File: src/rtl/core_ctrl_pkg.sv
// Shared types and constants for the core run controller and its halt detector.
package core_ctrl_pkg;

    typedef enum logic [1:0] {
        IDLE  = 2'b00,
        CLEAR = 2'b01,
        RUN   = 2'b10,
        DONE  = 2'b11
    } run_state_t;

    typedef enum logic [1:0] {
        HC_NONE    = 2'b00,
        HC_PC      = 2'b01,
        HC_ZERO    = 2'b10,
        HC_TIMEOUT = 2'b11
    } halt_cause_t;

    // All-zero machine word decodes as AND R0,R0: a harmless no-op.
    localparam logic [8:0] ZERO_INSTR = 9'b0;

    // Zero-run counter is 4 bits wide and saturates at its maximum.
    localparam int ZR_CNT_W = 4;
    localparam logic [ZR_CNT_W-1:0] ZR_SAT = 4'd15;

endpackage

File: src/rtl/core_run_controller_halt_detector.sv
// Halt detector: checks the current pc/mach_code/cycle count during RUN and
// reports whether the run must end and why. Owns the zero-run counter.
module halt_detector
    import core_ctrl_pkg::*;
#(
    parameter int              PC_W       = 8,
    parameter int              INSTR_W    = 9,
    parameter logic [PC_W-1:0] HALT_PC    = PC_W'(8'hFF),
    parameter int              ZERO_RUN   = 2,
    parameter int              CNT_W      = 16,
    parameter int unsigned     MAX_CYCLES = 60000
) (
    input  logic               clk,
    input  logic               reset_n,
    input  logic               run_en,
    input  logic [PC_W-1:0]    pc,
    input  logic [INSTR_W-1:0] mach_code,
    input  logic [CNT_W-1:0]   cycle_count,
    output logic               halt,
    output logic [1:0]         cause
);

    logic [ZR_CNT_W-1:0] zr_cnt_q, zr_cnt_d;
    logic                is_zero;
    logic                pc_fire, zero_fire, to_fire;
    halt_cause_t         cause_c;

    assign is_zero = (mach_code == INSTR_W'(ZERO_INSTR));

    // Zero-run counter: counts consecutive zero words while running, cleared otherwise.
    always_comb begin
        zr_cnt_d = '0;
        if (run_en && is_zero) begin
            zr_cnt_d = (zr_cnt_q == ZR_SAT) ? ZR_SAT : zr_cnt_q + 1'b1;
        end
    end

    // Zero-run counter register.
    always_ff @(posedge clk or negedge reset_n) begin
        if (!reset_n) zr_cnt_q <= '0;
        else          zr_cnt_q <= zr_cnt_d;
    end

    // Halt conditions with fixed priority: halt PC, then zero run, then timeout.
    always_comb begin
        pc_fire   = run_en && (pc == HALT_PC);
        zero_fire = run_en && is_zero &&
                    (({1'b0, zr_cnt_q} + 5'd1) >= 5'(ZERO_RUN));
        to_fire   = run_en && ((32'(cycle_count) + 32'd1) == 32'(MAX_CYCLES));
        cause_c   = HC_NONE;
        if (pc_fire)        cause_c = HC_PC;
        else if (zero_fire) cause_c = HC_ZERO;
        else if (to_fire)   cause_c = HC_TIMEOUT;
        halt  = pc_fire || zero_fire || to_fire;
        cause = cause_c;
    end

endmodule

File: src/rtl/core_run_controller.sv
// Run sequencer for the 9-bit single-cycle core: start/done handshake, reset
// clearing window, execution enable, termination detection and run reporting.
module core_run_controller
    import core_ctrl_pkg::*;
#(
    parameter int              PC_W         = 8,
    parameter int              INSTR_W      = 9,
    parameter logic [PC_W-1:0] HALT_PC      = PC_W'(8'hFF),
    parameter int              ZERO_RUN     = 2,
    parameter int              CLEAR_CYCLES = 2,
    parameter int              CNT_W        = 16,
    parameter int unsigned     MAX_CYCLES   = 60000
) (
    input  logic               clk,
    input  logic               reset_n,
    input  logic               start,
    input  logic [PC_W-1:0]    pc,
    input  logic [INSTR_W-1:0] mach_code,
    output logic               core_reset,
    output logic               core_run,
    output logic               busy,
    output logic               done,
    output logic [1:0]         halt_cause,
    output logic [CNT_W-1:0]   cycle_count
);

    if (ZERO_RUN < 1 || ZERO_RUN > 15) begin : g_bad_zero_run
        $error("ZERO_RUN must be in 1..15");
    end
    if (CLEAR_CYCLES < 1 || CLEAR_CYCLES > 15) begin : g_bad_clear
        $error("CLEAR_CYCLES must be in 1..15");
    end
    if (CNT_W < 1 || CNT_W > 31) begin : g_bad_cnt_w
        $error("CNT_W must be in 1..31");
    end
    if (MAX_CYCLES < 1 || MAX_CYCLES > ((32'd1 << CNT_W) - 32'd1)) begin : g_bad_max
        $error("MAX_CYCLES must be in 1..2^CNT_W-1");
    end

    run_state_t       state_q, state_d;
    logic [3:0]       clr_cnt_q, clr_cnt_d;
    logic [CNT_W-1:0] cycle_count_q, cycle_count_d;
    logic [1:0]       halt_cause_q, halt_cause_d;
    logic             core_reset_q, core_reset_d;
    logic             core_run_q, core_run_d;
    logic             busy_q, busy_d;
    logic             done_q, done_d;
    logic             det_halt;
    logic [1:0]       det_cause;

    halt_detector #(
        .PC_W       (PC_W),
        .INSTR_W    (INSTR_W),
        .HALT_PC    (HALT_PC),
        .ZERO_RUN   (ZERO_RUN),
        .CNT_W      (CNT_W),
        .MAX_CYCLES (MAX_CYCLES)
    ) u_halt_det (
        .clk         (clk),
        .reset_n     (reset_n),
        .run_en      (state_q == RUN),
        .pc          (pc),
        .mach_code   (mach_code),
        .cycle_count (cycle_count_q),
        .halt        (det_halt),
        .cause       (det_cause)
    );

    // Next state, counters and registered outputs; outputs derive from the next
    // state so they change on the same edge as the state itself.
    always_comb begin
        state_d       = state_q;
        clr_cnt_d     = clr_cnt_q;
        cycle_count_d = cycle_count_q;
        halt_cause_d  = halt_cause_q;
        case (state_q)
            IDLE, DONE: begin
                if (start) begin
                    state_d       = CLEAR;
                    clr_cnt_d     = 4'(CLEAR_CYCLES - 1);
                    cycle_count_d = '0;
                    halt_cause_d  = HC_NONE;
                end
            end
            CLEAR: begin
                if (clr_cnt_q == '0) state_d = RUN;
                else                 clr_cnt_d = clr_cnt_q - 1'b1;
            end
            RUN: begin
                // The halting cycle still executes, so it is counted.
                cycle_count_d = cycle_count_q + 1'b1;
                if (det_halt) begin
                    state_d      = DONE;
                    halt_cause_d = det_cause;
                end
            end
            default: state_d = IDLE;
        endcase
        core_reset_d = (state_d == IDLE) || (state_d == CLEAR);
        core_run_d   = (state_d == RUN);
        busy_d       = (state_d == CLEAR) || (state_d == RUN);
        done_d       = (state_d == DONE);
    end

    // State, counter and output registers.
    always_ff @(posedge clk or negedge reset_n) begin
        if (!reset_n) begin
            state_q       <= IDLE;
            clr_cnt_q     <= '0;
            cycle_count_q <= '0;
            halt_cause_q  <= HC_NONE;
            core_reset_q  <= 1'b1;
            core_run_q    <= 1'b0;
            busy_q        <= 1'b0;
            done_q        <= 1'b0;
        end else begin
            state_q       <= state_d;
            clr_cnt_q     <= clr_cnt_d;
            cycle_count_q <= cycle_count_d;
            halt_cause_q  <= halt_cause_d;
            core_reset_q  <= core_reset_d;
            core_run_q    <= core_run_d;
            busy_q        <= busy_d;
            done_q        <= done_d;
        end
    end

    assign core_reset  = core_reset_q;
    assign core_run    = core_run_q;
    assign busy        = busy_q;
    assign done        = done_q;
    assign halt_cause  = halt_cause_q;
    assign cycle_count = cycle_count_q;

endmodule

File: config.mk
export PLATFORM = sky130hd
export DESIGN_NAME = core_run_controller
export DESIGN_NICKNAME = d
export VERILOG_FILES = /design/src/rtl/core_ctrl_pkg.sv /design/src/rtl/core_run_controller_halt_detector.sv /design/src/rtl/core_run_controller.sv
export SDC_FILE = /design/constraint.sdc
export NUM_CORES = 1
export LEC_CHECK = 0
export CAP_MARGIN = 30
export CELL_PAD_IN_SITES_DETAIL_PLACEMENT = 0
export CELL_PAD_IN_SITES_GLOBAL_PLACEMENT = 2
export CORE_MARGIN = 8
export CORE_UTILIZATION = 33
export DETAILED_ROUTE_END_ITERATION = 10
export PLACE_DENSITY = 0.85
export SLEW_MARGIN = 25
export SYNTH_ARGS = -nofsm -noshare
export SYNTH_HDL_FRONTEND = slang
export SYNTH_SLANG_ARGS = --single-unit
File: constraint.sdc
create_clock -name clk -period 6.4 [get_ports clk]
set_clock_uncertainty 0.05 [all_clocks]
set_input_delay 1.28 -clock clk [delete_from_list [all_inputs] [get_ports clk]]
set_output_delay 1.28 -clock clk [all_outputs]
set_load 0.02 [all_outputs]
After elaboration in Yosys (flattened, before gate mapping)

Index checks and enable logic that the tools add are counted.

Register bits: 32
Input bits: 20
Output and inout port bits: 22

Add/subtract/negate cells: 5
Magnitude comparators: 1
Equality and inequality tests: 12
Multiplexer cells: 17
Reduce and logical (&&, ||, !) cells: 18

Operator list:

| operator              | count |
|---|---|
| $eq 32x16->1 const B  | 1 |
| $pmux 16 s2           | 1 |
| $add 16x1->17 const B | 1 |
| $add 16x1->16 const B | 1 |
| $mux 16               | 1 |
| $mux 2                | 8 |
| $mux 4                | 4 |
| $logic_not 9->1       | 1 |
| $eq 2x2->1 const B    | 4 |
| $eq 8x8->1 const B    | 1 |
| $pmux 4 s2            | 1 |
| $ne 2x2->1 const B    | 3 |
| $pmux 2 s3            | 1 |
| $reduce_and 3->1      | 2 |
| $add 4x1->5 const B   | 1 |
| $ge 5x2->1 const B    | 1 |
| $add 4x1->4 const B   | 1 |
| $eq 2x1->1 const B    | 2 |
| $eq 4x4->1 const B    | 1 |
| $logic_and 1x1->1     | 4 |
| $logic_not 2->1       | 2 |
| $logic_not 4->1       | 1 |
| $logic_or 1x1->1      | 4 |
| $pmux 2 s2            | 1 |
| other kinds (4)       | 5 |

Logic depth before layout (Yosys ltp)

Depth after elaboration: 9
Depth in mapped cells: 9
Gate-level depth less buffers: 8

Cells and area by module

A second synthesis with hierarchy kept.

Cells, all modules: 225
Area total of the unflattened synthesis: 2019.4 sq um

By module, submodules not included:

| module              | times used | cells an instance | area each (sq um) |
|---|---|---|---|
| core_run_controller | 1          | 179               | 1620.3 |
| halt_detector       | 1          | 46                | 399.1 |

Worst setup path before layout

Ideal clock, no wire load.

Path type: input to register
From: in mach_code[1]
To: reg busy_q (netlist: busy)
Arrival: 2.424 ns
Data required time: 6.224 ns
Setup slack: 3.800 ns
Stages on the path: 5
Buffers on the path: 0
Cell sequence: nor4_1 > nand4b_1 > a41o_1 > a31oi_1 > ha_1

Word-level cells in the longest chain between the ends: 9
Elaborated cells between the ends (all ways): 10
Classes of those cells: eq/ne: 2; mux: 2; reduce/logical: 6

RTL lines:

| element                                         | line                                    | RTL |
|---|---|---|
| from (decl)                                     | core_run_controller.sv:18               | `input logic [INSTR_W-1:0] mach_code,` |
| $logic_not 9->1 (*)                             | core_run_controller_halt_detector.sv:28 | `assign is_zero = (mach_code == INSTR_W'(ZERO_INSTR));` |
| $logic_and 1x1->1 (*) (2 in series)             | core_run_controller_halt_detector.sv:47 | `zero_fire = run_en && is_zero &&` |
| $logic_or 1x1->1 (*) (2 in series)              | core_run_controller_halt_detector.sv:54 | `halt = pc_fire \|\| zero_fire \|\| to_fire;` |
| $mux 2 (*)                                      | core_run_controller.sv:92               | `if (det_halt) begin` |
| $pmux 2 s3 (*)                                  | core_run_controller.sv:76               | `case (state_q)` |
| $eq 2x1->1 / $eq 2x2->1 (equally long branches) | core_run_controller.sv:101              | `busy_d = (state_d == CLEAR) \|\| (state_d == RUN);` |
| $logic_or 1x1->1 (*)                            | core_run_controller.sv:101              |  |
| named net busy_d                                | core_run_controller.sv:46               | `logic busy_q, busy_d;` |
| to (signal assigned)                            | core_run_controller.sv:123              | `busy_q <= busy_d;` |
| to (decl)                                       | core_run_controller.sv:46               |  |

The timed path passes the listed nets; every way through them passes the cells marked *.
A chain may end at the register's enable or synchronous reset.

Final worst setup path

From: in mach_code[5]
To: reg busy_q (netlist: busy)

The elaborated chain is that of the path after synthesis.

==> impl_results.md <==
* Placed cell count at 334
* Seq cells post-synth at 32
* Port bufs at 41
* Worst setup path startpoint: mach_code[5]
* Final TNS setup at 0 ns
* CP endpoint kind: flop
* Vias in the first global route at 1857
* Initial antenna violation count at 0
* N_diodes at 0
* RSZ-0062 raised after global routing: false
* Layout cells sized above 1 at 8.99%
* Initial DRC Count at 78
* Worst path buffer plus inverter count at 1
* Final HPWL DP at 3840 um
* Ys Warns at 0
* Core box area at 0.00592 sq mm
* Row Count at 28
* Slew @ Worst Pin at 0.802 ns
* Routability Congestion at 0.731
* Vias at 1849
* Final hold vios at 0
* Die Span Y at 94.1 um
* Worst EP arrival at 3.09 ns
* Routed vias/inst at 5.41
* Setup bufs post-CTS at 0
* Nets at 294
* Critical-path cell list: clkdlybuf4s50_1 -> nor4_1 -> nand4b_1 -> a41o_1 -> a31oi_1 -> ha_1
* Num CTS Buffers at 5
* Total GRT Usage at 12.9%
* Worst r2r src: cycle_count[0]
* Post-DR wirelength/cell at 15.3 um
* CP Class: input pin to flop
* Initial Utilization at 34.0%
* Syn Nets at 257
* Final period utilization at 46.5%
* Critical Path Source Type: input pin
* VDD IR-drop max at 0.000179 V
* Die Width at 94.1 um
* # clock sinks at 32
* Hold-fix buffers, CTS at 0
* CP peak stage delay at 0.40 ns
* Root buffer cell: clkbuf_8
* P_leak at 0.000990 uW
* Total grt overflow at 0
* Drt pass-1 iters at 4
* Seq/Total Area, Yosys at 39.8%
* Max Slew Vio Count at 0
* WP depth at 6
* Reg-to-reg slack, setup at 3.84 ns
* Worst path slowest cell: clkdlybuf4s50_1
* Max H-tree Level at 2
* Die ar. at 0.00886 sq mm
* Commonest non-fill, non-tap cells in the layout: 41 x clkdlybuf4s50_1, 33 x o21ai_0, 31 x dfrtp_1, 28 x nand2_1
* Reg2Reg Depth at 8
* Mapped Avg Cell Area at 8.80 sq um
* CTS clk-pin slew, worst paths at 0.07 ns
* Largest net degree at the start of global routing at 33
* Area Overhead vs Synth at 29.3%
* Most common library cell in the layout ignoring fill and taps: clkdlybuf4s50_1
* Max clock buf depth at 2
* PwrDens at 287 mW/mm^2
* Final Critical Period at 2.98 ns
* Maximum fanout along the worst path at 6
* Setup violators final at 0
* Drt drc at 0
* Cell family with most CP delay: simple AND/OR/NAND/NOR gates
* Clock tree from TritonCTS: yes
* First-pass GRT wire length at 9250 um
* Final WL at 5240 um
* Status: finished clean
* HP Class: flop to flop
* Max_slew headroom at 46.2%
* Post_cts resized at 0
* Worst skew pair latency at 0.28 ns
* FMAX at 0.336 GHz
* Antenna viol nets, final at 0
* Synth cell types at 48
* Critical Path RT at 6.52 ns
* CP Capture Point: busy
* RR Endpoint: busy
* Non-filler instance count after layout at 342
* Synthesized area at 0.00201 sq mm
* IO Count at 42
* Syn Inst Count at 229
* Max Cap Violations at 0
* Filler cell count at 601
tightest hold or removal path, stage by stage, from the launching register on:
cell and delay, ns:
dfrtp_1 0.35, a22oi_1 0.07, o21ai_1 0.07
registers in the layout, summed over array words and instances, names as in the netlist:
| name | flops |
|---|---|
| halt_cause | 2 |
| busy | 1 |
| core_run | 1 |
| done | 1 |
| state_q | 2 |
| clr_cnt_q | 4 |
| u_halt_det.zr_cnt_q | 4 |
| cycle_count | 16 |
| core_reset | 1 |
final cells by class:
type                    count  area [sq um]  area share, %
clock inverters             1          30.0           1.15
clock buffers               7          96.3           3.70
flip-flops and latches     32           802           30.8
well taps                  75          93.8           3.60
multi-input cells         174          1120           43.1
inverters                  11          41.3           1.59
repair buffers             42           418           16.0
layer usage:
metal / global-route usage (%) / wire length [um] / up-vias
li1: - / - / 913
met1: 16.6 / 2530 / 887
met2: 20.3 / 2300 / 43
met3: 4.32 / 363 / 6
met4: 3.17 / 53 / 0
met5: 0 / 0 / -
cell usage after synthesis, drive strengths merged:
library cell,n,area [sq um]
inv,11,41.3
a41o,1,10.0
and3,3,18.8
mux2i,3,30.0
o21a,2,15.0
xor2,1,8.76
and2,3,18.8
nand4,12,96.3
xnor2,3,26.3
a2111oi,1,8.76
or4,1,11.3
nor4,8,77.6
o21ai,35,175
a21o,1,7.51
o31ai,3,22.5
dfstp,1,26.3
clkbuf,8,30.0
nor3,6,35.0
a31oi,7,43.8
nand3b,4,30.0
and4,1,10.0
a31o,1,8.76
a311o,1,10.0
nor2,12,47.6
mux2,1,11.3
nand2b,2,12.5
a22o,3,26.3
buf,4,17.5
nand4b,2,17.5
a21oi,6,30.0
nand3,9,50.1
dfrtp,31,776
o221ai,3,32.5
a22oi,2,20.0
ha,8,100
nand2,29,111
kinds of logic after synthesis:
| logic type | share of synthesized area [%] |
|---|---|
| compound gates | 20.4 |
| xor+xnor | 1.74 |
| simple gates | 26.6 |
| flops | 39.8 |
| buf+inv | 4.41 |
| fa+ha+maj | 4.97 |
| mux | 2.05 |
worst min-delay path by stage:
stage                           start                     end  slack (ns)  cells past startpoint
6_report                halt_cause[0]           halt_cause[0]        0.47                      2
5_1_grt        u_halt_det.zr_cnt_q[0]  u_halt_det.zr_cnt_q[0]        0.48                      1
2_1_floorplan  u_halt_det.zr_cnt_q[0]  u_halt_det.zr_cnt_q[0]        0.43                      1
3_5_place_dp            halt_cause[0]           halt_cause[0]        0.45                      2
3_3_place_gp            halt_cause[0]           halt_cause[0]        0.45                      2
4_1_cts                 halt_cause[0]           halt_cause[0]        0.47                      2
per-stage QoR:
step | hold WS [ns] | setup WS [ns] | utilization (%) | power [uW] | cell area, sq um
3_3_place_gp | 0.447 | 3.13 | 41.9 | 537 | 2480
6_report | 0.473 | 3.42 | 44.0 | 748 | 2610
3_5_place_dp | 0.454 | 3.10 | 41.9 | 540 | 2480
5_1_grt | 0.481 | 3.13 | 44.0 | 808 | 2610
2_1_floorplan | 0.427 | 3.80 | - | 450 | 2010
4_1_cts | 0.473 | 3.40 | 44.0 | 759 | 2610
power by group:
group / internal (uW) / switching, uW
sequential: 230 / 23.7
combinational: 114 / 166
clock: 137 / 76.9
(Power assumes the default switching activity.)
